--- src/rtl/uart_rx_packet_ctrl_if.sv ---
// rtl/uart_rx_packet_ctrl_if.sv - receiver byte stream, payload stream and error status bundle
interface uart_rx_packet_ctrl_if;
    logic [7:0] rx_data;
    logic       rx_valid;
    logic       rx_ready;
    logic [7:0] out_data;
    logic       out_valid;
    logic       out_last;
    logic       out_ready;
    logic       frame_err;
    logic [7:0] err_count;

    modport master (
        output rx_data, rx_valid, out_ready,
        input  rx_ready, out_data, out_valid, out_last, frame_err, err_count
    );

    modport slave (
        input  rx_data, rx_valid, out_ready,
        output rx_ready, out_data, out_valid, out_last, frame_err, err_count
    );
endinterface

--- src/rtl/uart_rx_packet_ctrl.sv ---
// rtl/uart_rx_packet_ctrl.sv - frames uart bytes into checksummed packets and streams the payload
module uart_rx_packet_ctrl #(
    parameter logic [7:0] SYNC_BYTE = 8'hA5,
    parameter int         MAX_LEN   = 16,
    parameter int         TIMEOUT   = 64
) (
    input  logic                 CLKIN,
    input  logic                 reset,
    input  logic                 clock_enable,
    uart_rx_packet_ctrl_if.slave bus
);
    // Buffer index width (at least one bit) and pointer width able to hold MAX_LEN itself.
    localparam int AW = (MAX_LEN > 1) ? $clog2(MAX_LEN) : 1;
    localparam int PW = $clog2(MAX_LEN) + 1;
    localparam int GW = $clog2(TIMEOUT + 1);

    typedef enum logic [2:0] {
        HUNT    = 3'd0,
        LEN     = 3'd1,
        PAYLOAD = 3'd2,
        CSUM    = 3'd3,
        DRAIN   = 3'd4
    } state_t;

    state_t          state_q;
    logic [PW-1:0]   len_q;
    logic [PW-1:0]   wr_ptr_q;
    logic [PW-1:0]   rd_ptr_q;
    logic [7:0]      sum_q;
    logic [GW-1:0]   gap_q;
    logic            rx_ready_q;
    logic            out_valid_q;
    logic            out_last_q;
    logic [7:0]      out_data_q;
    logic            frame_err_q;
    logic [7:0]      err_count_q;
    logic [7:0]      buf_q [2**AW];

    logic            byte_in;
    logic            len_ok;
    logic            gap_expired;
    logic            err_d;
    logic [PW-1:0]   wr_ptr_d;
    logic [PW-1:0]   rd_ptr_d;

    // Qualify the incoming byte and decide whether this tick ends the frame in error.
    always_comb begin
        byte_in     = clock_enable && bus.rx_valid;
        len_ok      = (bus.rx_data != 8'd0) && (bus.rx_data <= 8'(MAX_LEN));
        gap_expired = !bus.rx_valid && (gap_q == GW'(TIMEOUT - 1));
        wr_ptr_d    = wr_ptr_q + PW'(1);
        rd_ptr_d    = rd_ptr_q + PW'(1);
        err_d       = 1'b0;
        case (state_q)
            LEN:     err_d = gap_expired || (bus.rx_valid && !len_ok);
            PAYLOAD: err_d = gap_expired;
            CSUM:    err_d = gap_expired || (bus.rx_valid && (bus.rx_data != sum_q));
            default: err_d = 1'b0;
        endcase
    end

    // Frame sequencer: hunt for sync, collect length/payload/checksum, then drain the buffer.
    always_ff @(posedge CLKIN) begin
        if (reset) begin
            state_q     <= HUNT;
            len_q       <= '0;
            wr_ptr_q    <= '0;
            rd_ptr_q    <= '0;
            sum_q       <= 8'd0;
            gap_q       <= '0;
            rx_ready_q  <= 1'b1;
            out_valid_q <= 1'b0;
            out_last_q  <= 1'b0;
            out_data_q  <= 8'd0;
            frame_err_q <= 1'b0;
            err_count_q <= 8'd0;
        end else if (clock_enable) begin
            frame_err_q <= err_d;
            if (err_d && (err_count_q != 8'hFF)) begin
                err_count_q <= err_count_q + 8'd1;
            end

            // Gap counter only matters while a frame is being collected.
            if (state_q == LEN || state_q == PAYLOAD || state_q == CSUM) begin
                gap_q <= bus.rx_valid ? '0 : gap_q + GW'(1);
            end

            case (state_q)
                HUNT: begin
                    if (byte_in && (bus.rx_data == SYNC_BYTE)) begin
                        state_q <= LEN;
                        gap_q   <= '0;
                    end
                end
                LEN: begin
                    if (err_d) begin
                        state_q <= HUNT;
                    end else if (byte_in) begin
                        len_q    <= PW'(bus.rx_data);
                        sum_q    <= bus.rx_data;
                        wr_ptr_q <= '0;
                        state_q  <= PAYLOAD;
                    end
                end
                PAYLOAD: begin
                    if (err_d) begin
                        state_q <= HUNT;
                    end else if (byte_in) begin
                        buf_q[wr_ptr_q[AW-1:0]] <= bus.rx_data;
                        sum_q    <= sum_q + bus.rx_data;
                        wr_ptr_q <= wr_ptr_d;
                        if (wr_ptr_d == len_q) begin
                            state_q <= CSUM;
                        end
                    end
                end
                CSUM: begin
                    if (err_d) begin
                        state_q <= HUNT;
                    end else if (byte_in) begin
                        state_q     <= DRAIN;
                        rd_ptr_q    <= '0;
                        rx_ready_q  <= 1'b0;
                        out_valid_q <= 1'b1;
                        out_data_q  <= buf_q[0];
                        out_last_q  <= (len_q == PW'(1));
                    end
                end
                DRAIN: begin
                    // Receiver bytes are ignored here; only the consumer handshake moves us.
                    if (out_valid_q && bus.out_ready) begin
                        if (out_last_q) begin
                            out_valid_q <= 1'b0;
                            out_last_q  <= 1'b0;
                            rx_ready_q  <= 1'b1;
                            state_q     <= HUNT;
                        end else begin
                            rd_ptr_q   <= rd_ptr_d;
                            out_data_q <= buf_q[rd_ptr_d[AW-1:0]];
                            out_last_q <= ((rd_ptr_q + PW'(2)) == len_q);
                        end
                    end
                end
                default: state_q <= HUNT;
            endcase
        end
    end

    assign bus.rx_ready  = rx_ready_q;
    assign bus.out_valid = out_valid_q;
    assign bus.out_last  = out_last_q;
    assign bus.out_data  = out_data_q;
    assign bus.frame_err = frame_err_q;
    assign bus.err_count = err_count_q;
endmodule

--- src/flat_wrapper.sv ---
// flat-port wrapper written by rule: the top's interface ports become plain ports
module uart_rx_packet_ctrl_flat 
#(
    parameter logic [7:0] SYNC_BYTE = 8'hA5,
    parameter int         MAX_LEN   = 16,
    parameter int         TIMEOUT   = 64
)
  (CLKIN, reset, clock_enable, bus_rx_data, bus_rx_valid, bus_out_ready, bus_rx_ready, bus_out_data, bus_out_valid, bus_out_last, bus_frame_err, bus_err_count);
  uart_rx_packet_ctrl_if bus_i ();
  input  logic CLKIN;
  input  logic reset;
  input  logic clock_enable;
  input wire logic [$bits(bus_i.rx_data)-1:0] bus_rx_data;
  input wire logic [$bits(bus_i.rx_valid)-1:0] bus_rx_valid;
  input wire logic [$bits(bus_i.out_ready)-1:0] bus_out_ready;
  output wire logic [$bits(bus_i.rx_ready)-1:0] bus_rx_ready;
  output wire logic [$bits(bus_i.out_data)-1:0] bus_out_data;
  output wire logic [$bits(bus_i.out_valid)-1:0] bus_out_valid;
  output wire logic [$bits(bus_i.out_last)-1:0] bus_out_last;
  output wire logic [$bits(bus_i.frame_err)-1:0] bus_frame_err;
  output wire logic [$bits(bus_i.err_count)-1:0] bus_err_count;
  assign bus_i.rx_data = bus_rx_data;
  assign bus_i.rx_valid = bus_rx_valid;
  assign bus_i.out_ready = bus_out_ready;
  assign bus_rx_ready = bus_i.rx_ready;
  assign bus_out_data = bus_i.out_data;
  assign bus_out_valid = bus_i.out_valid;
  assign bus_out_last = bus_i.out_last;
  assign bus_frame_err = bus_i.frame_err;
  assign bus_err_count = bus_i.err_count;
  uart_rx_packet_ctrl #(.SYNC_BYTE(SYNC_BYTE), .MAX_LEN(MAX_LEN), .TIMEOUT(TIMEOUT)) u_core (.CLKIN(CLKIN), .reset(reset), .clock_enable(clock_enable), .bus(bus_i));
endmodule
--- config.mk ---
export PLATFORM = sky130hd
export DESIGN_NAME = uart_rx_packet_ctrl_flat
export DESIGN_NICKNAME = d
export VERILOG_FILES = /design/src/rtl/uart_rx_packet_ctrl_if.sv /design/src/rtl/uart_rx_packet_ctrl.sv /design/src/flat_wrapper.sv
export SDC_FILE = /design/constraint.sdc
export NUM_CORES = 1
export LEC_CHECK = 0
export ABC_AREA = 0
export CORE_ASPECT_RATIO = 0.9
export CORE_MARGIN = 1
export CORE_UTILIZATION = 55
export DETAILED_ROUTE_END_ITERATION = 8
export PLACE_DENSITY = 0.74
export RECOVER_POWER = 100
export SYNTH_ARGS = -nofsm -noshare
export SYNTH_HDL_FRONTEND = slang
export SYNTH_SLANG_ARGS = --single-unit
--- constraint.sdc ---
create_clock -name CLKIN -period 2.55 [get_ports CLKIN]
set_clock_uncertainty 0.2 [all_clocks]
set_input_delay 0.51 -clock CLKIN [delete_from_list [all_inputs] [get_ports CLKIN]]
set_output_delay 0.51 -clock CLKIN [all_outputs]
set_load 0.02 [all_outputs]
==> results of run 1 <==
==> Yosys cell counts, types with 13 or more instances <==
master | n | share of area, %
a21oi_1 | 18 | 1.1
and2_1 | 14 | 1.1
inv_1 | 13 | 0.60
ha_1 | 15 | 2.3
edfxtp_1 | 128 | 47
clkbuf_1 | 18 | 0.83
nor3_1 | 17 | 1.0
xnor2_1 | 13 | 1.4
nand2_1 | 43 | 2.0
mux4_2 | 36 | 10
o21ai_0 | 18 | 1.1
dfxtp_1 | 53 | 13
nand3_1 | 13 | 0.80
nor2_1 | 51 | 2.4
==> critical path: stages <==
cell and delay (ps):
clkdlybuf4s50_1 550, nand3b_1 130, or3_1 420, nor3_1 340, and3_1 230, clkbuf_2 270
==> kinds of logic after synthesis <==
group	after synthesis
flops	181
xor+xnor	25
fa+ha+maj	16
buf+inv	42
compound gates	87
simple gates	189
mux	49
==> path summary, 6_finish.rpt <==
| path | start | endpoint | slack (ps) | cells past startpoint |
|---|---|---|---|---|
| worst max-delay path | bus_rx_valid | u_core.buf_q[9][1] | 5 | 6 |
| worst min-delay path | u_core.gap_q[1] | u_core.gap_q[1] | 280 | 2 |
| worst max register to register | u_core.rd_ptr_q[0] | u_core.bus.out_data[7] | 20 | 6 |
| worst min register to register | u_core.gap_q[1] | u_core.gap_q[1] | 280 | 2 |
==> timing repair <==
action,4_1_cts,5_1_grt
endpoints found under the setup margin,50,33
pin swaps,3,4
buffers inserted,1,0
resized for setup,24,11
endpoints found under the hold margin,0,0
==> layout make-up <==
| class | count | share of cell area (%) |
|---|---|---|
| flip-flops and latches | 181 | 49.4 |
| multi-input cells | 366 | 31.7 |
| repair buffers | 120 | 10.2 |
| clock buffers | 20 | 4.40 |
| well taps | 193 | 2.43 |
| clock inverters | 12 | 1.30 |
| inverters | 14 | 0.529 |
==> routing by layer <==
layer  vias up  global-route usage (%)
li1       2504                       -
met3        41                    8.09
met2       223                    44.4
met4         0                    11.1
met1      2816                    37.6
met5         -                       0
==> through the flow <==
stage / setup WS (ps) / TNS [ps] / hold WS [ps] / cells
2_1_floorplan: 15.5 / 0 / 246 / 589
3_3_place_gp: -627 / -54730 / 258 / 873
3_5_place_dp: -750 / -66410 / 272 / 873
4_1_cts: 27.0 / 0 / 280 / 906
5_1_grt: -31.8 / -292 / 299 / 906
6_report: 5.14 / 0 / 277 / 906
==> power groups by stage <==
stage | Sequential (W) | Combinational, W | Clock, W
after floorplan | 0.00321 | 0.0000483 | 0
after global placement | 0.00320 | 0.000159 | 0
after detailed placement | 0.00320 | 0.000166 | 0
after CTS | 0.00314 | 0.000174 | 0.00256
after global routing | 0.00314 | 0.000185 | 0.00269
final | 0.00314 | 0.000177 | 0.00254
==> sequential cells by signal (all words and copies together) (netlist names) <==
name,cells
u_core.len_q,5
u_core.bus.frame_err,1
u_core.bus.out_last,1
u_core.wr_ptr_q,5
u_core.bus.rx_ready,1
u_core.sum_q,8
u_core.gap_q,7
u_core.bus.out_valid,1
u_core.rd_ptr_q,5
u_core.bus.err_count,8
u_core.buf_q,128
u_core.bus.out_data,8
u_core.state_q,3
==> impl_metrics.csv, run 1 <==
group,metric,value,unit
outcome,status,"complete, no violations",
place,dpl_cell_area,0.00945,mm²
sta,final_hold_viol_count,0,
layout,nets,729,
place,place_congestion,0.920,
cts,root_buffer,"clkbuf_16",
cts,insertion_delay,430,ps
cts,cts_hold_buf,0,
worst_setup_path,critPathLaunchType,"primary input",
logic_synthesis,synth_edf_count,128,
worst_setup_path,crit_arrival,2450,ps
die,die_y,117,µm
logic_synthesis,ys_types,61,
die,dieWidth,130,µm
logic_synthesis,ys_seq_elements,181,
sta,tightest_slew,946,ps
die,core,0.0142,mm²
global_routing,grt_pass1_vias,5409,
logic_synthesis,async_flop_share,0,%
logic_synthesis,synth-adder-area-share,2.56,%
die,top_level_ports,33,
cts,cts_tree,"built",
min_path,hp-class,"reg2reg",
logic_synthesis,syn_nets,618,
routing,remaining_drc_errors,0,
power,totalPowerFinal,0.00585,W
logic_synthesis,yosysWarnings,0,
logic_synthesis,synthXorXnorAreaFrac,2.79,%
die,die-area,0.0152,mm²
sta,min_period,2540,ps
layout,multiInputGateArea,0.00315,mm²
global_routing,antenna_found_initial,0,
power,clockPowerShare,43.3,%
power,p_int,0.00465,W
sta,drv_slew,0,
cts,cts_max_level,4,
logic_synthesis,synth-simple-area-share,12.2,%
worst_setup_path,critPathCaptureType,"flop",
layout,final_common_cell,"edfxtp_1",
place,io_buffers,32,
sta,rsz0062_at_grt,"yes",
worst_setup_path,cp.required,2450,ps
global_routing,grt-ovfl-total,0,
sta,max_freq,0.393,GHz
logic_synthesis,synth_compound_area_share,7.42,%
routing,wl_per_cell,22.3,µm
layout,seqCellArea,0.00491,mm²
routing,drt-met1-wl,8580,µm
power,p_seq_share,53.7,%
logic_synthesis,synth_top_family_by_area,"multiplexers",
routing,wl_met3,1390,µm
layout,syn_to_final_growth,22.4,%
routing,via_per_inst,6.16,
routing,final_antenna_net_count,0,
power,p_sw_share,20.6,%
layout,layout_common_cells,"128 x edfxtp_1, 57 x buf_4, 52 x dfxtp_1",
place,dp_hpwl,13500,µm
sta,max-slew-margin-rel,36.9,%
logic_synthesis,syn_inst,589,
sta,setup_viol,0,
logic_synthesis,synth_mux_area_share,12.4,%
cts,cts.sinks,181,
routing,drt_iter0_drc,509,
global_routing,grt_pass1_wl,30600,µm
global_routing,grt_use_total,28.3,%
layout,drive_above_1_share,24.0,%
logic_synthesis,avgSynthCellArea,13.8,µm²
sta,period_share,99.8,%
layout,fillerInstances,944,
worst_setup_path,crit_type,"in2reg",
logic_synthesis,ys_seq_area_share,60.5,%
routing,wirelength,20200,µm
job,drv_cap,0,
routing,vias,5584,
cts,clk_pin_slew,60,ps
global_routing,grt_max_degree,36,
routing,highest_layer,"met4",
die,start_util,57.1,%
power,peakVddDrop,0.000465,V
layout,post-route-util,69.9,%
power,switching_power,0.00121,W
routing,dr.pass1.iters,5,
logic_synthesis,synth_area,0.00811,mm²
layout,final_cell_area,0.00993,mm²
routing,wl_met2,9680,µm
die,core.rowCount,41,
logic_synthesis,synthFlopType,"edfxtp_1",
power,p_comb_share,3.0,%
cts,cts_buffers,17,
worst_setup_path,worstPathMaxFanout,8,
power,cellLeakagePower,3.37,nW
layout,antenna_cells,0,
power,power_per_cell_area,590,mW/mm²
cts,cts_max_path_buffers,2,
Power figures use the tool's default switching activity.
==> run 2: changes to the inputs <==
- CORE_ASPECT_RATIO: 0.9 -> not set
- CORE_UTILIZATION: 55 -> 40
- PLACE_DENSITY: 0.74 -> 0.54
- clock period: 2.55 -> 3.06 ns (I/O delays scaled with it)
==> impl_metrics.csv, run 2 (synthesis results as in run 1) <==
group,metric,value,unit
outcome,status,"complete, no violations",
global_routing,grt_max_degree,36,
place,place_congestion,0.832,
worst_setup_path,worstPathMaxFanout,18,
routing,remaining_drc_errors,0,
worst_setup_path,reg2reg_to,"u_core.buf_q[2][2]",
sta,period_share,96.6,%
worst_setup_path,reg2regPathDepth,5,
layout,syn_to_final_growth,20.8,%
worst_setup_path,cpMaxStageDelayCell,"clkdlybuf4s50_1",
worst_setup_path,critPathTopFamily,"buffers and inverters",
worst_setup_path,critical_path_buf_inv_count,2,
sta,tightest_slew,1020,ps
cts,clk_pin_slew,70,ps
global_routing,grt-ovfl-total,0,
sta,rsz0062_at_grt,"no",
die,die-area,0.0208,mm²
power,cellLeakagePower,3.35,nW
die,dieWidth,144,µm
cts,cts_buffers,17,
routing,wl_per_cell,20.1,µm
sta,drv_slew,0,
die,core,0.0197,mm²
cts,cts_tree,"built",
worst_setup_path,rrSetupSlack,300,ps
worst_setup_path,critPathLaunchType,"primary input",
layout,largest_reg_flops,128,
global_routing,antenna_found_initial,0,
worst_setup_path,crit_cells,7,
die,die_y,144,µm
sta,setup_viol,0,
min_path,hp-class,"reg2reg",
worst_setup_path,timing.rr.start,"u_core.state_q[1]",
cts,cts_hold_buf,0,
layout,drive_above_1_share,18.5,%
routing,via_per_inst,5.44,
cts,cts.sinks,181,
worst_setup_path,cp.required,3180,ps
worst_setup_path,endpoint,"u_core.state_q[0]",
worst_setup_path,crit_path_start,"bus_rx_data[5]",
layout,antenna_cells,0,
worst_setup_path,cpPeakStageDelay,590,ps
cts,root_buffer,"clkbuf_16",
cts,cts_max_path_buffers,2,
die,core.rowCount,51,
power,power_per_cell_area,502,mW/mm²
routing,vias,5260,
global_routing,grt_use_total,20.1,%
sta,final_hold_viol_count,0,
routing,wirelength,19400,µm
global_routing,grt_pass1_vias,5348,
sta,max_freq,0.338,GHz
layout,nets,718,
routing,dr.pass1.iters,4,
routing,drt_iter0_drc,369,
place,io_buffers,32,
global_routing,grt_pass1_wl,30500,µm
worst_setup_path,crit_type,"in2reg",
worst_setup_path,crit_arrival,3070,ps
sta,max-slew-margin-rel,32.3,%
sta,fin_hold_ws,286,ps
layout,final_common_cell,"edfxtp_1",
cts,cts_max_level,4,
worst_setup_path,critPathCaptureType,"flop",
cts,insertion_delay,420,ps
die,top_level_ports,33,
worst_setup_path,crit_chain,"clkdlybuf4s50_1 -> buf_4 -> or4_4 -> o2111ai_2 -> o211ai_1 -> o21bai_1 -> mux2_2",
cts,post_cts_buffers,0,
die,start_util,41.3,%
layout,layout_common_cells,"128 x edfxtp_1, 52 x dfxtp_1, 51 x nor2_1",
routing,final_antenna_net_count,0,
place,dp_hpwl,13800,µm
power,peakVddDrop,0.000379,V
sta,min_period,2960,ps
job,drv_cap,0,
layout,post-route-util,49.9,%
[run 2: cell type report]
cell class	instances	area [µm²]
clock buffer	18	429
timing repair buffer	109	880
fill	1793	9850
sequential	181	4910
multi-input combinational	366	3040
inverter	14	52.6
clock inverter	14	160
tap	265	332
[run 2: how the worst min path moves through the flow]
stage	from	to	slack (ps)	cells past startpoint
3_3_place_gp	u_core.gap_q[1]	u_core.gap_q[1]	260	2
4_1_cts	u_core.gap_q[1]	u_core.gap_q[1]	290	2
6_report	u_core.gap_q[1]	u_core.gap_q[1]	290	2
2_1_floorplan	u_core.gap_q[1]	u_core.gap_q[1]	250	2
5_1_grt	u_core.bus.out_data[7]	u_core.bus.out_data[7]	320	2
3_5_place_dp	u_core.gap_q[1]	u_core.gap_q[1]	280	2
[run 2: through the flow]
stage / instance area, µm² / worst slack (ps) / power, W / TNS, ps / cells
after floorplan: 8110 / 165 / 0.00271 / 0 / 589
after global placement: 9440 / -283 / 0.00281 / -5430 / 935
after detailed placement: 9440 / -304 / 0.00281 / -6920 / 935
after CTS: 10000 / 124 / 0.00498 / 0 / 967
after global routing: 9800 / 5.12 / 0.00507 / 0 / 967
final: 9800 / 104 / 0.00492 / 0 / 967
[run 2: worst reg2reg max path, delay by kind of cell, from the launching register on]
family	cells	cell delay, ps
and+or+nand+nor	3	1080
DFF	1	530
buffers and inverters	2	590
[run 2: routing by layer]
metal	GRT usage (%)	routed length, µm
met3	3.25	453
met1	26.3	8990
met2	34.1	9660
met5	0	0
met4	5.87	300
[run 2: power breakdown]
group	leakage [nW]	internal (W)	total (W)	switching, W
Combinational	1.49	0.0000480	0.000134	0.0000861
Clock	0.286	0.00116	0.00217	0.00101
Sequential	1.58	0.00262	0.00262	0.0000000993
[run 2: repair_timing]
| action | 4_1_cts | 5_1_grt |
|---|---|---|
| gates resized for setup | 0 | 1 |
| hold endpoints to repair | 0 | 0 |
| endpoints found under the setup margin | 0 | 1 |
